## config.mk

```make
export PLATFORM = sky130hd
export DESIGN_NAME = uart_tx_arbiter
export DESIGN_NICKNAME = d
export VERILOG_FILES = /design/src/rtl/uart_tx_arbiter.sv
export SDC_FILE = /design/constraint.sdc
export NUM_CORES = 1
export LEC_CHECK = 0
export BUFFER_PORTS_ARGS = -buffer_cell sky130_fd_sc_hd__buf_2
export CORE_ASPECT_RATIO = 2
export CORE_MARGIN = 2
export CORE_UTILIZATION = 45
export CTS_CLUSTER_DIAMETER = 200
export DETAILED_ROUTE_END_ITERATION = 16
export PLACE_DENSITY = 0.81
export SKIP_CTS_REPAIR_TIMING = 1
export SYNTH_ARGS = -nofsm -noshare
export SYNTH_HDL_FRONTEND = slang
export SYNTH_SLANG_ARGS = --single-unit
```

## constraint.sdc

```tcl
create_clock -name clk -period 1.7 [get_ports clk]
set_clock_uncertainty 0.05 [all_clocks]
set_input_delay 0.255 -clock clk [delete_from_list [all_inputs] [get_ports clk]]
set_output_delay 0.255 -clock clk [all_outputs]
set_load 0.05 [all_outputs]
```

## src/rtl/uart_tx_arbiter.sv

```systemverilog
// Round-robin arbiter sharing one UART transmitter among NUM_REQ byte requesters.
// Each accepted byte gets a one-cycle start pulse; a watchdog aborts a transmitter that never finishes.
module uart_tx_arbiter #(
  parameter int unsigned NUM_REQ    = 4,
  parameter int unsigned DATA_W     = 8,
  parameter int unsigned GAP_CYCLES = 0,
  parameter int unsigned TIMEOUT    = 200000
) (
  input  logic                        clk,
  input  logic                        rst_n,
  input  logic [NUM_REQ-1:0]          req_valid,
  input  logic [NUM_REQ*DATA_W-1:0]   req_data,
  output logic [NUM_REQ-1:0]          req_ready,
  output logic                        tx_start,
  output logic [DATA_W-1:0]           tx_data,
  input  logic                        tx_done,
  output logic                        busy,
  output logic [$clog2(NUM_REQ)-1:0]  grant_id,
  output logic [NUM_REQ-1:0]          byte_sent,
  output logic                        timeout_err,
  input  logic                        clear_err
);

  localparam int unsigned IdW  = $clog2(NUM_REQ);
  localparam int unsigned ToW  = ($clog2(TIMEOUT + 1) > 0) ? $clog2(TIMEOUT + 1) : 1;
  localparam int unsigned GapW = ($clog2(GAP_CYCLES + 1) > 0) ? $clog2(GAP_CYCLES + 1) : 1;

  typedef enum logic [1:0] {StIdle, StLaunch, StBusy, StGap} state_e;

  state_e              state_q, state_d;
  logic [IdW-1:0]      ptr_q, ptr_d;
  logic [IdW-1:0]      grant_q, grant_d;
  logic [DATA_W-1:0]   tx_data_q, tx_data_d;
  logic                tx_start_q, tx_start_d;
  logic [NUM_REQ-1:0]  byte_sent_q, byte_sent_d;
  logic                err_q, err_d;
  logic [ToW-1:0]      to_cnt_q, to_cnt_d;
  logic [GapW-1:0]     gap_cnt_q, gap_cnt_d;

  logic                found;
  logic [IdW-1:0]      winner;
  logic [IdW-1:0]      idx;
  logic [DATA_W-1:0]   sel_data;
  logic                err_set;

  // Search starts just past the last winner so every requester gets a turn.
  always_comb begin
    found  = 1'b0;
    winner = '0;
    idx    = '0;
    for (int unsigned k = 1; k <= NUM_REQ; k++) begin
      idx = IdW'((32'(ptr_q) + k) % NUM_REQ);
      if (!found && req_valid[idx]) begin
        found  = 1'b1;
        winner = idx;
      end
    end
    sel_data = '0;
    for (int unsigned i = 0; i < NUM_REQ; i++) begin
      if (IdW'(i) == winner) begin
        sel_data = req_data[i*DATA_W +: DATA_W];
      end
    end
  end

  always_comb begin
    req_ready = '0;
    if (state_q == StIdle && found) begin
      req_ready[winner] = 1'b1;
    end
  end

  always_comb begin
    state_d     = state_q;
    ptr_d       = ptr_q;
    grant_d     = grant_q;
    tx_data_d   = tx_data_q;
    tx_start_d  = 1'b0;
    byte_sent_d = '0;
    to_cnt_d    = to_cnt_q;
    gap_cnt_d   = gap_cnt_q;
    err_set     = 1'b0;

    unique case (state_q)
      StIdle: begin
        if (found) begin
          tx_data_d  = sel_data;
          grant_d    = winner;
          ptr_d      = winner;
          tx_start_d = 1'b1;
          state_d    = StLaunch;
        end
      end
      StLaunch: begin
        to_cnt_d = '0;
        state_d  = StBusy;
      end
      StBusy: begin
        // A done on the final watchdog cycle still counts as a completed byte.
        if (tx_done) begin
          byte_sent_d[grant_q] = 1'b1;
          gap_cnt_d            = '0;
          state_d              = (GAP_CYCLES > 0) ? StGap : StIdle;
        end else if (to_cnt_q == ToW'(TIMEOUT - 1)) begin
          err_set = 1'b1;
          state_d = StIdle;
        end else begin
          to_cnt_d = to_cnt_q + ToW'(1);
        end
      end
      StGap: begin
        if (gap_cnt_q == GapW'(GAP_CYCLES - 1)) begin
          state_d = StIdle;
        end else begin
          gap_cnt_d = gap_cnt_q + GapW'(1);
        end
      end
      default: state_d = StIdle;
    endcase

    if (err_set) begin
      err_d = 1'b1;
    end else if (clear_err) begin
      err_d = 1'b0;
    end else begin
      err_d = err_q;
    end
  end

  always_ff @(posedge clk) begin
    if (!rst_n) begin
      state_q     <= StIdle;
      ptr_q       <= IdW'(NUM_REQ - 1);
      grant_q     <= '0;
      tx_data_q   <= '0;
      tx_start_q  <= 1'b0;
      byte_sent_q <= '0;
      err_q       <= 1'b0;
      to_cnt_q    <= '0;
      gap_cnt_q   <= '0;
    end else begin
      state_q     <= state_d;
      ptr_q       <= ptr_d;
      grant_q     <= grant_d;
      tx_data_q   <= tx_data_d;
      tx_start_q  <= tx_start_d;
      byte_sent_q <= byte_sent_d;
      err_q       <= err_d;
      to_cnt_q    <= to_cnt_d;
      gap_cnt_q   <= gap_cnt_d;
    end
  end

  assign tx_start    = tx_start_q;
  assign tx_data     = tx_data_q;
  assign grant_id    = grant_q;
  assign byte_sent   = byte_sent_q;
  assign timeout_err = err_q;
  assign busy        = (state_q != StIdle);

endmodule

```

==> metrics.log <==
INFO  metric outcome = finished, violations left
INFO  metric failing_checks = negative setup slack
INFO  metric synthesis.instances = ~220
INFO  metric post_drt_wl_per_cell = 14.3 µm
INFO  metric vdd.ir_drop.worst = 679 µV
INFO  metric clock_path_buffers = 2
INFO  metric fillerInstances = 337
INFO  metric setup_violations = 6
INFO  metric first_pass_grt_wire_length = 8.14 mm
INFO  metric dieArea = 0.00486 mm²
INFO  metric crit_type = reg -> out
INFO  metric cts_buffers = 5
INFO  metric slew_viol_final = 0
INFO  metric slew_headroom = 75.5%
INFO  metric powerDensity = 878 mW/mm²
INFO  metric synthDominantAreaCellType = sky130_fd_sc_hd__dfxtp_1
INFO  metric routed-via-count = 1942
INFO  metric ys.warnings.count = 0
INFO  metric fp-row-count = 33
INFO  metric max-cap-violations = 0
INFO  metric grt_use_met3 = 3.86%
INFO  metric core_area = 0.00413 mm²
INFO  metric clkLatencyLatePin = 0.30 ns
INFO  metric vias_per_cell = 5.35
INFO  metric final_cycle_utilization_of_the_critical_path = 111%
INFO  metric leftover_overflow_at_the_end_of_global_routing = 0
INFO  metric post-dp-hpwl = 3.87 mm
INFO  metric end_kind = primary output
INFO  metric tightestPinTransition = 0.368 ns
INFO  metric post_synth_xor_area_fraction = under 10%
INFO  metric synth_edf_count = 0
INFO  metric total_number_of_h_tree_levels = 2
INFO  metric startpoint_type_of_the_worst_setup_path = flip-flop
INFO  metric critical_path_required = 1.39 ns
INFO  metric finalWorstSetupSlack = -0.183 ns
INFO  metric synth_top_family_by_area = simple AND/OR/NAND/NOR gates
INFO  metric gr-usage-all-layers = 21.3%
INFO  metric post_synth_fa_ha_maj_area_fraction = 0.649%
INFO  metric start_util = between 40% and 50%
INFO  metric antenna_left = 0
INFO  metric drc_errors = 0
INFO  metric grt_antenna_before_repair = 0
INFO  metric fin_crit = 1.88 ns
INFO  metric nNetsFinal = approximately 350
INFO  metric die_extent_in_x = 50.3 µm
INFO  metric layout-drive-gt1-share = 45.0%
INFO  metric synth-async-reset-ratio = 0%
INFO  metric cp_data_arrival_time = 1.58 ns
INFO  metric synthesis.area = 0.00193 mm²
INFO  metric die_height = 96.6 µm
INFO  metric clockRootBuffer = sky130_fd_sc_hd__clkbuf_8
INFO  metric synth_fp_nets = 259
INFO  metric grt_pass1_vias = 1966
INFO  metric postSynthRegisterBits = 39
INFO  metric finalWirelength = 5.20 mm
INFO  metric synth.top_cells.by_area = sky130_fd_sc_hd__dfxtp_1 40%, sky130_fd_sc_hd__mux2i_1 8.8%, sky130_fd_sc_hd__nor2_1 4.7%
INFO  metric path_max_fanout = 6
INFO  metric placement.io_buffers = 60
INFO  metric leak = 1.18 nW
INFO  metric yosysSeqAreaShare = 40.5%
INFO  metric clkSlewWorstSetupHoldPaths = approximately 0.08 ns
INFO  metric post_synth_and_or_nand_nor_area_fraction = 26.1%
INFO  metric number_of_drc_violations_after_detailed_routing_iteration_0 = 22
INFO  metric groute.layer.met1.usage = 17.4%
INFO  metric maximum_operating_frequency = between 0.5 and 0.6 GHz
INFO  metric detail_route.first_pass.iterations = 4
INFO  metric worst_hold_path_type = in -> reg
INFO  metric timing.setup.tns = -0.746 ns
INFO  metric areaGrowthSynthToFinish = 45.8%
INFO  metric count_of_antenna_diodes_in_the_layout = 0
INFO  metric design_power_total = 2.47 mW
INFO  metric largest_net_degree_at_the_start_of_global_routing = 17
INFO  metric synth_area_per_cell = 8.85 µm²
INFO  metric synthFlopType = sky130_fd_sc_hd__dfxtp_1
INFO  metric compound_gate_fraction_of_synth_area = 13.7%
INFO  metric clock-sinks = 39
INFO  metric global_route.usage.met2 = 45.3%
INFO  metric netlist.area_leader.share = about 40%
INFO  metric grt_most_used_layer = met2
INFO  metric dp_slack = -0.0948 ns
INFO  metric gp_routability_congestion = between 0.8 and 0.9
INFO  metric proportion_of_synthesized_area_in_mux_cells = just under 9%
INFO  metric timing_hold_violations_final = 0
INFO  metric tritoncts = done
INFO  metric grt_setup_unrepaired = true
INFO  metric pin_count = between 60 and 70
INFO  metric unique_masters_post_synth = 43
INFO  metric reg2reg_setup_slack = -0.02 ns
-- synthesized netlist by cell type, drive strengths merged, types with 3 or more instances --
| master | instances |
|---|---|
| nand4 | 6 |
| and2 | 3 |
| nand3 | 8 |
| nand2 | 17 |
| xnor2 | 5 |
| a2bb2oi | 8 |
| nor2b | 5 |
| nor3 | 6 |
| inv | 6 |
| xor2 | 9 |
| or2 | 3 |
| a21boi | 3 |
| dfxtp | 39 |
| and4 | 3 |
| o21ai | 10 |
| buf | 4 |
| mux2i | 17 |
| a21oi | 6 |
| clkbuf | 5 |
| nand2b | 3 |
| nor2 | 24 |
-- power breakdown --
part / total, mW / switching (mW) / internal, mW
Sequential: 1.03 / 0.0492 / 0.976
Clock: 0.630 / 0.345 / 0.285
Combinational: 0.814 / 0.493 / 0.320
Total: 2.47 / 0.887 / 1.58
-- state kept, by name, summed over array words and instances, names as in the netlist --
signal       flops
byte_sent        4
gap_cnt_q        1
grant_id         2
ptr_q            2
state_q          2
timeout_err      1
to_cnt_q        18
tx_data          8
tx_start         1
-- layer usage --
metal  routed length, µm  share of wire (%)
met5                   0                  0
met4                  85                1.6
met3                 279                5.4
met2                3150                 61
met1                1680                 32
-- layout by cell type, fill, tap and decap left out, types with 4 or more instances in the layout --
cell type	n
sky130_fd_sc_hd__a2bb2oi_1	7
sky130_fd_sc_hd__buf_2	56
sky130_fd_sc_hd__buf_4	32
sky130_fd_sc_hd__buf_6	5
sky130_fd_sc_hd__clkbuf_8	5
sky130_fd_sc_hd__dfxtp_1	33
sky130_fd_sc_hd__dfxtp_2	5
sky130_fd_sc_hd__inv_1	6
sky130_fd_sc_hd__mux2i_1	16
sky130_fd_sc_hd__nand2_1	16
sky130_fd_sc_hd__nand3_1	8
sky130_fd_sc_hd__nand4_1	6
sky130_fd_sc_hd__nor2_1	21
sky130_fd_sc_hd__nor3_1	4
sky130_fd_sc_hd__o21ai_0	9
sky130_fd_sc_hd__xnor2_1	5
sky130_fd_sc_hd__xor2_1	9
-- path summary, 6_finish.rpt --
kind | start | to | cells past startpoint
hold reg to reg | tx_data[7] | tx_data[7] | 2
setup / recovery | state_q[1] | req_ready[1] | 5
setup reg to reg | ptr_q[1] | tx_data[2] | 6
hold / removal | req_data[15] | tx_data[7] | 3
-- logic make-up after synthesis --
group           Yosys count
simple gates             93
compound gates           39
flops                    39
mux                      17
buf+inv                  15
xor+xnor                 14
fa+ha+maj                 1
-- stage by stage --
step | std cells | utilization [%] | cell area (µm²) | hold slack, ns
after CTS | 360 | 64.0 | 2640 | 0.175
after global placement | 352 | 61.8 | 2550 | 0.399
after floorplan | 218 | - | 2010 | 0.389
after detailed placement | 352 | 61.8 | 2550 | 0.409
final | 363 | 68.2 | 2810 | 0.178
after global routing | 363 | 68.2 | 2810 | 0.194
-- worst max-delay path: stages, from the launching register on --
cell	delay (ns)
sky130_fd_sc_hd__dfxtp_2	0.33
sky130_fd_sc_hd__or2_4	0.28
sky130_fd_sc_hd__nor2_4	0.27
sky130_fd_sc_hd__nand2b_4	0.11
sky130_fd_sc_hd__nor2b_4	0.11
sky130_fd_sc_hd__buf_6	0.16
-- layout make-up --
type / count / area (µm²) / share of cell area [%]
Multi-Input combinational cell: 164 / 1250 / 44.6
Sequential cell: 39 / 791 / 28.1
Timing Repair Buffer: 94 / 592 / 21.0
Clock buffer: 5 / 68.8 / 2.45
Tap cell: 52 / 65.1 / 2.31
Inverter: 6 / 22.5 / 0.800
Clock inverter: 3 / 20.0 / 0.711
(Power assumes the default switching activity.)
